<file path="src/rtl/dir_pkg.sv">
// dir_pkg: direction encoding shared with the seven-segment direction decoder.
package dir_pkg;
    typedef enum logic [2:0] {
        DIR_UP    = 3'd0,
        DIR_DOWN  = 3'd1,
        DIR_LEFT  = 3'd2,
        DIR_RIGHT = 3'd3,
        DIR_NONE  = 3'd4
    } dir_e;
    localparam int KEY_UP    = 0;
    localparam int KEY_DOWN  = 1;
    localparam int KEY_LEFT  = 2;
    localparam int KEY_RIGHT = 3;
    localparam int NUM_KEYS  = 4;
    function automatic dir_e prio_dir(input logic [NUM_KEYS-1:0] p);
        return p[KEY_UP]    ? DIR_UP    :
               p[KEY_DOWN]  ? DIR_DOWN  :
               p[KEY_LEFT]  ? DIR_LEFT  :
               p[KEY_RIGHT] ? DIR_RIGHT : DIR_NONE;
    endfunction
endpackage

</file>
<file path="src/rtl/key_debounce.sv">
// key_debounce: synchronizes and debounces one active-low key, pulsing o_press
// for one cycle when the debounced level goes from released to pressed.
module key_debounce #(
    parameter int DEBOUNCE_CYCLES = 50000,
    parameter int CNT_W           = 16
) (
    input  logic i_clk,
    input  logic i_rst,
    input  logic i_key,
    output logic o_press
);
    localparam logic [CNT_W-1:0] LAST = CNT_W'(DEBOUNCE_CYCLES - 1);
    logic             r_s1;
    logic             r_s2;
    logic             r_stable;
    logic             r_stable_d;
    logic [CNT_W-1:0] r_cnt;
    always_ff @(posedge i_clk) begin
        if (i_rst) begin
            r_s1       <= 1'b1;
            r_s2       <= 1'b1;
            r_stable   <= 1'b1;
            r_stable_d <= 1'b1;
            r_cnt      <= '0;
        end else begin
            r_s1       <= i_key;
            r_s2       <= r_s1;
            r_stable_d <= r_stable;
            if (r_s2 == r_stable) begin
                r_cnt <= '0;
            end else if (r_cnt == LAST) begin
                r_stable <= r_s2;
                r_cnt    <= '0;
            end else begin
                r_cnt <= r_cnt + CNT_W'(1);
            end
        end
    end
    assign o_press = r_stable_d & ~r_stable;
endmodule

</file>
<file path="src/rtl/key_direction_encoder.sv">
// key_direction_encoder: four debounced active-low keys to a latched 3-bit
// direction code with a one-cycle strobe per accepted press.
module key_direction_encoder
    import dir_pkg::*;
#(
    parameter int DEBOUNCE_CYCLES = 50000,
    parameter int CNT_W           = 16
) (
    input  logic                i_clk,
    input  logic                i_rst,
    input  logic [NUM_KEYS-1:0] i_key,
    input  logic                i_enable,
    input  logic                i_clear,
    output logic [2:0]          o_dec,
    output logic                o_valid
);
    logic [NUM_KEYS-1:0] w_press;
    logic                w_accept;
    dir_e                r_dec;
    logic                r_valid;
    genvar k;
    generate
        for (k = 0; k < NUM_KEYS; k++) begin : gen_key
            key_debounce #(
                .DEBOUNCE_CYCLES(DEBOUNCE_CYCLES),
                .CNT_W          (CNT_W)
            ) u_deb (
                .i_clk  (i_clk),
                .i_rst  (i_rst),
                .i_key  (i_key[k]),
                .o_press(w_press[k])
            );
        end
    endgenerate
    assign w_accept = i_enable & |w_press;
    // An accepted press overrides a same-cycle clear.
    always_ff @(posedge i_clk) begin
        if (i_rst) begin
            r_dec   <= DIR_NONE;
            r_valid <= 1'b0;
        end else begin
            r_valid <= w_accept;
            r_dec   <= w_accept ? prio_dir(w_press) : i_clear ? DIR_NONE : r_dec;
        end
    end
    assign o_dec   = r_dec;
    assign o_valid = r_valid;
endmodule
</file>
<file path="config.mk">
export PLATFORM = sky130hd
export DESIGN_NAME = key_direction_encoder
export DESIGN_NICKNAME = d
export VERILOG_FILES = /design/src/rtl/dir_pkg.sv /design/src/rtl/key_debounce.sv /design/src/rtl/key_direction_encoder.sv
export SDC_FILE = /design/constraint.sdc
export NUM_CORES = 1
export LEC_CHECK = 0
export CAP_MARGIN = 25
export CORE_UTILIZATION = 54
export DETAILED_ROUTE_END_ITERATION = 8
export PLACE_DENSITY_LB_ADDON = 0.05
export SLEW_MARGIN = 20
export SYNTH_ARGS = -nofsm -noshare
export SYNTH_HDL_FRONTEND = slang
export SYNTH_SLANG_ARGS = --single-unit
</file>
<file path="constraint.sdc">
create_clock -name i_clk -period 1.7 [get_ports i_clk]
set_input_delay 0.425 -clock i_clk [delete_from_list [all_inputs] [get_ports i_clk]]
set_output_delay 0.425 -clock i_clk [all_outputs]
set_load 0.005 [all_outputs]
</file>
## Yosys cells after proc, flatten, opt, wreduce, memory -nomap -nowiden

Cells that the tools add are included.

- Logic and storage cells: 63
- Output and inout port bits: 4
- Input bits: 8
- Bits in registers: 84

- Muxes and demuxes: 6
- Equal/unequal tests: 8
- Bitwise gates (word level): 13
- Reduce and logical (&&, ||, !) cells: 10
- $add $sub $neg: 4

Operator list:

| kind | count |
|---|---|
| adder 16 x 1 -> 16 bit (second input constant) | 4 |
| == test 16 bit (second input constant) | 4 |
| 2-to-1 mux 3 bit | 6 |
| OR reduction 3 bit | 4 |
| inverter 1 bit | 8 |
| AND reduction 2 bit | 4 |
| AND 1 bit | 5 |
| == test 1 bit | 4 |
| OR reduction 4 bit | 1 |
| nonzero test 2 bit | 1 |

## Logic depth before layout (Yosys ltp)

Gate-level depths: netlist (run 1).

- Word-level depth: 7
- Gate-level depth with buffers: 7
- Depth with buffers taken out: 5

## Cells and area by module

A second synthesis (run 1) with hierarchy kept.

- Cells, all modules: 381
- Area total of the unflattened synthesis: 3,524.6 um^2

By module, submodules not included:

| module | instances | area an instance (um^2) | sequential area each (um^2) | cells an instance |
|---|---|---|---|---|
| key_debounce | 4 | 839.6 | 400.4 | 91 |
| key_direction_encoder | 1 | 166.4 | 80.1 | 17 |

## Worst setup path before layout (run 1)

Ideal clock, no wire load.

- Path kind: reg-to-reg
- From: reg gen_key[1].u_deb.r_cnt[7]
- To: reg gen_key[1].u_deb.r_cnt[10]
- Buffers on the path: 2
- Clock period less this slack: 1.681 ns
- Data arrival time: 1.566 ns
- Required time: 1.585 ns
- Path slack: 0.019 ns
- Library setup time: 0.115 ns
- Cell stages (with the launch flop): 7
- Cell sequence: dfxtp_1 > or4b_4 > nor4_2 > or3_1 > buf_6 > buf_12 > nor2_1

- Longest elaborated chain between the ends: 2
- Elaborated cells on any way between the ends: 3
- Those cells by class: 1 x add/sub; 1 x eq/ne; 1 x reduce/logical

RTL lines:

| item | RTL line | source |
|---|---|---|
| start: declaration | key_debounce.sv:17 | `logic [CNT_W-1:0] r_cnt;` |
| start signal: assignment | key_debounce.sv:35 | `r_cnt <= r_cnt + CNT_W'(1);` |
| parallel branches: the longest is 2 deep, another holds adder 16 x 1 -> 16 bit | n/a |  |

Parallel ways; which one is timed is not known.
A chain may end at the register's enable or synchronous reset.

## Worst setup path after layout (run 1)

- From: reg gen_key[1].u_deb.r_cnt[13]
- To: reg gen_key[1].u_deb.r_stable

- Longest elaborated chain between the ends: 2

RTL lines:

| item | RTL line | source |
|---|---|---|
| == test 16 bit | key_debounce.sv:31 | `end else if (r_cnt == LAST) begin` |
| AND reduction 2 bit (no line) | n/a |  |
| end signal: assignment | key_debounce.sv:32 | `r_stable <= r_s2;` |
| end: declaration | key_debounce.sv:15 | `logic r_stable;` |

Every way passes these cells.

==> results of run 1 <==
[through the flow]
stage | utilization, % | cell area, um2 | power (mW) | setup WS [ns] | hold WS [ns]
CTS | 64.80 | 4091 | 3.355 | 0.01495 | 0.4142
global route | 65.22 | 4118 | 3.433 | -0.01095 | 0.4227
global placement | 61.99 | 3914 | 2.106 | -0.06844 | 0.3931
floorplan | - | 3512 | 2.065 | 0.01943 | 0.3895
finish | 65.22 | 4118 | 3.309 | 0.02116 | 0.4112
detailed placement | 61.99 | 3914 | 2.108 | -0.09336 | 0.3975
[cells in the final DEF, fill, tap and decap left out, drive strengths merged, types with 4 or more instances in the layout]
| cell | count |
|---|---|
| and3 | 4 |
| nor2b | 5 |
| dfxtp | 84 |
| or2 | 12 |
| nand4 | 16 |
| nor2 | 78 |
| buf | 30 |
| ha | 4 |
| clkbuf | 13 |
| clkdlybuf4s50 | 11 |
| nand3 | 22 |
| inv | 17 |
| xor2 | 6 |
| nor3 | 19 |
| nor4 | 17 |
| o21ai | 4 |
| xnor2 | 53 |
| nand2 | 13 |
[cells by family (layout without fill, tap and decap cells)]
kind of cell / after synthesis / count (layout) / share of synthesized area [%]
AO/OA/AOI/OAI: 13 / 13 / 2.601
XOR/XNOR: 59 / 59 / 14.71
adder cells (fa/ha/maj): 4 / 4 / 1.425
buffers and inverters: 25 / 73 / 3.384
flip-flops: 84 / 84 / 47.88
multiplexers: 1 / 1 / 0.2850
AND/OR/NAND/NOR: 203 / 203 / 29.71
[how the worst min path moves through the flow]
| stage | end | cells after the start | slack, ns | start |
|---|---|---|---|---|
| final | gen_key[0].u_deb.r_s2$_SDFF_PP1_ | 1 | 0.41 | gen_key[0].u_deb.r_s1$_SDFF_PP1_ |
| after global routing | gen_key[3].u_deb.r_s2$_SDFF_PP1_ | 1 | 0.42 | gen_key[3].u_deb.r_s1$_SDFF_PP1_ |
| after CTS | gen_key[0].u_deb.r_s2$_SDFF_PP1_ | 1 | 0.41 | gen_key[0].u_deb.r_s1$_SDFF_PP1_ |
| after detailed placement | gen_key[1].u_deb.r_s2$_SDFF_PP1_ | 1 | 0.40 | gen_key[1].u_deb.r_s1$_SDFF_PP1_ |
| after global placement | gen_key[0].u_deb.r_s2$_SDFF_PP1_ | 1 | 0.39 | gen_key[0].u_deb.r_s1$_SDFF_PP1_ |
| after floorplan | gen_key[0].u_deb.r_s2$_SDFF_PP1_ | 1 | 0.39 | gen_key[0].u_deb.r_s1$_SDFF_PP1_ |
[registers in the layout (all words and copies together) (netlist names)]
name,flops
gen_key.u_deb.r_cnt,64
gen_key.u_deb.r_s2,4
gen_key.u_deb.r_stable_d,4
o_valid,1
gen_key.u_deb.r_s1,4
o_dec,3
gen_key.u_deb.r_stable,4
[metal layers]
metal  up-vias  GRT usage (%)  routed length, um
li1       1403              -                  -
met1      1212          26.97               3247
met2        29          29.67               2698
met3        11          3.956                138
met4         0          10.34                123
met5         -              0                  0
[cell type report]
cell class                      count  area [um2]
Clock inverter                      2       10.01
Sequential cell                    84        1682
Inverter                           17       63.81
Multi-Input combinational cell    280        1747
Tap cell                           77       96.34
Clock buffer                       13       158.9
Fill cell                         546        2196
Timing Repair Buffer               41       360.3
[where the power goes]
group          switching [mW]  internal [mW]
logic                  0.0327         0.0449
registers             0.00579           1.98
clock network           0.649          0.599
[critical path, stage by stage (launching register included)]
cell     delay [ns]
dfxtp_1        0.32
or4b_4         0.55
nor4_4         0.33
nor2b_1        0.08
a211o_2        0.30
[repair_timing]
item                                    in CTS  in global routing
gates resized for setup                      1                  5
pin swaps                                    0                  2
buffers inserted                             0                  0
endpoints found under the setup margin       8                 17
==> metrics.txt, run 1 <==
Yosys cell types=39; PD cells=approximately 800 nW/um2; width of the die=82.65 um; leakage=1.292 nW; CP startpoint=gen_key[1].u_deb.r_cnt[13]$_SDFF_PP0_; First-pass DRT Iterations=4; fin crit share=98.76%; grt total ovfl=0; final setup fails=0; clk root buf=clkbuf_8; Non-Filler Instances=514; Post-Route Skew=0.01134 ns; Post-synth EDFFs=0; # clock sinks=between 80 and 90; outcome=finished, final reports clean; Syn Inst Count=389; most frequent cell after synthesis=dfxtp_1; fraction of layout cells with a size suffix above 1=15.10%; critical path type=reg2reg; pin count of the biggest net entering global routing=17; Worst Path Max Fanout=3; Worst setup SP type=flip-flop; first-pass GRT wire length=about 10 mm; Max clock buf depth=2; Worst-path clk slew=0.07 ns; Mapped Area=3512 um2; total CTS buffers=9; routability cong.=0.7627; vias per inst=5.165; Setup TNS=0 ns; FMAX=roughly 0.60 GHz; Post-DP HPWL=roughly 4.3 mm; Max VDD drop=approximately 570 uV; CTS tree=done; Synth Area per Inst=9.029 um2; Slew headroom=76.18%; Die Ht=around 83 um; CTS H-tree depth=3; Port Buffers=11; post-synth top area share=roughly 48%; io pins=12; worst hold path class=reg2reg; fin nets=445; number of global-route vias before repair=2343; Hold Buf Count CTS=0; total track usage=between 15 and 20%; core footprint=6314 um2; WL final=6.208 mm; post-route ant nets=0; syn nets=around 400; slew of the pin with the lowest slew margin=0.3540 ns; Hold Vio Cnt, Final=0; Final min period=1.679 ns; clk_lat worst skew=0.35 ns; max_cap viols=0; Ys Warns=0; via count=approximately 2700; Area growth, synth to finish=17.24%; post-DR wirelength/cell=12.08 um; 1st-iter DRT viols=73; sequential share of the synthesized area=47.88%; drt drc=0; initial antenna violation count=0; commonest cells in the netlist=dfxtp_1, nor2_1, xnor2_1; RSZ-0062 raised after global routing=true; flop2flop setup slack=about 0.021 ns; RR Endpoint=gen_key[1].u_deb.r_stable$_SDFFE_PP1P_; FP Rows=29; ys async rst share=0%; Setup crit end kind=flip-flop; Slew Viols, Final=0; Synth area leader=dfxtp_1; initial core utilization=55.63%; Reg2Reg Depth=4; CP arrival=roughly 1.9 ns; predominant post-synthesis flop cell=dfxtp_1; Placed Cells=499; largest cells by area after synthesis=dfxtp_1, xnor2_1, nor2_1; Synth Register Bits=84; Worst Path Required=around 1.9 ns; Critical Path End=gen_key[1].u_deb.r_stable$_SDFFE_PP1P_; full die area=6830 um2; Reg-to-Reg Start=gen_key[1].u_deb.r_cnt[13]$_SDFF_PP0_; Antenna Diode Count=0
(Power assumes the default switching activity.)
==> run 2: changes to the inputs <==
- ABC_CLOCK_PERIOD_IN_PS: default -> 1700
==> results of run 2 <==
The final DEF is identical to that of run 1; final timing and power are the same.
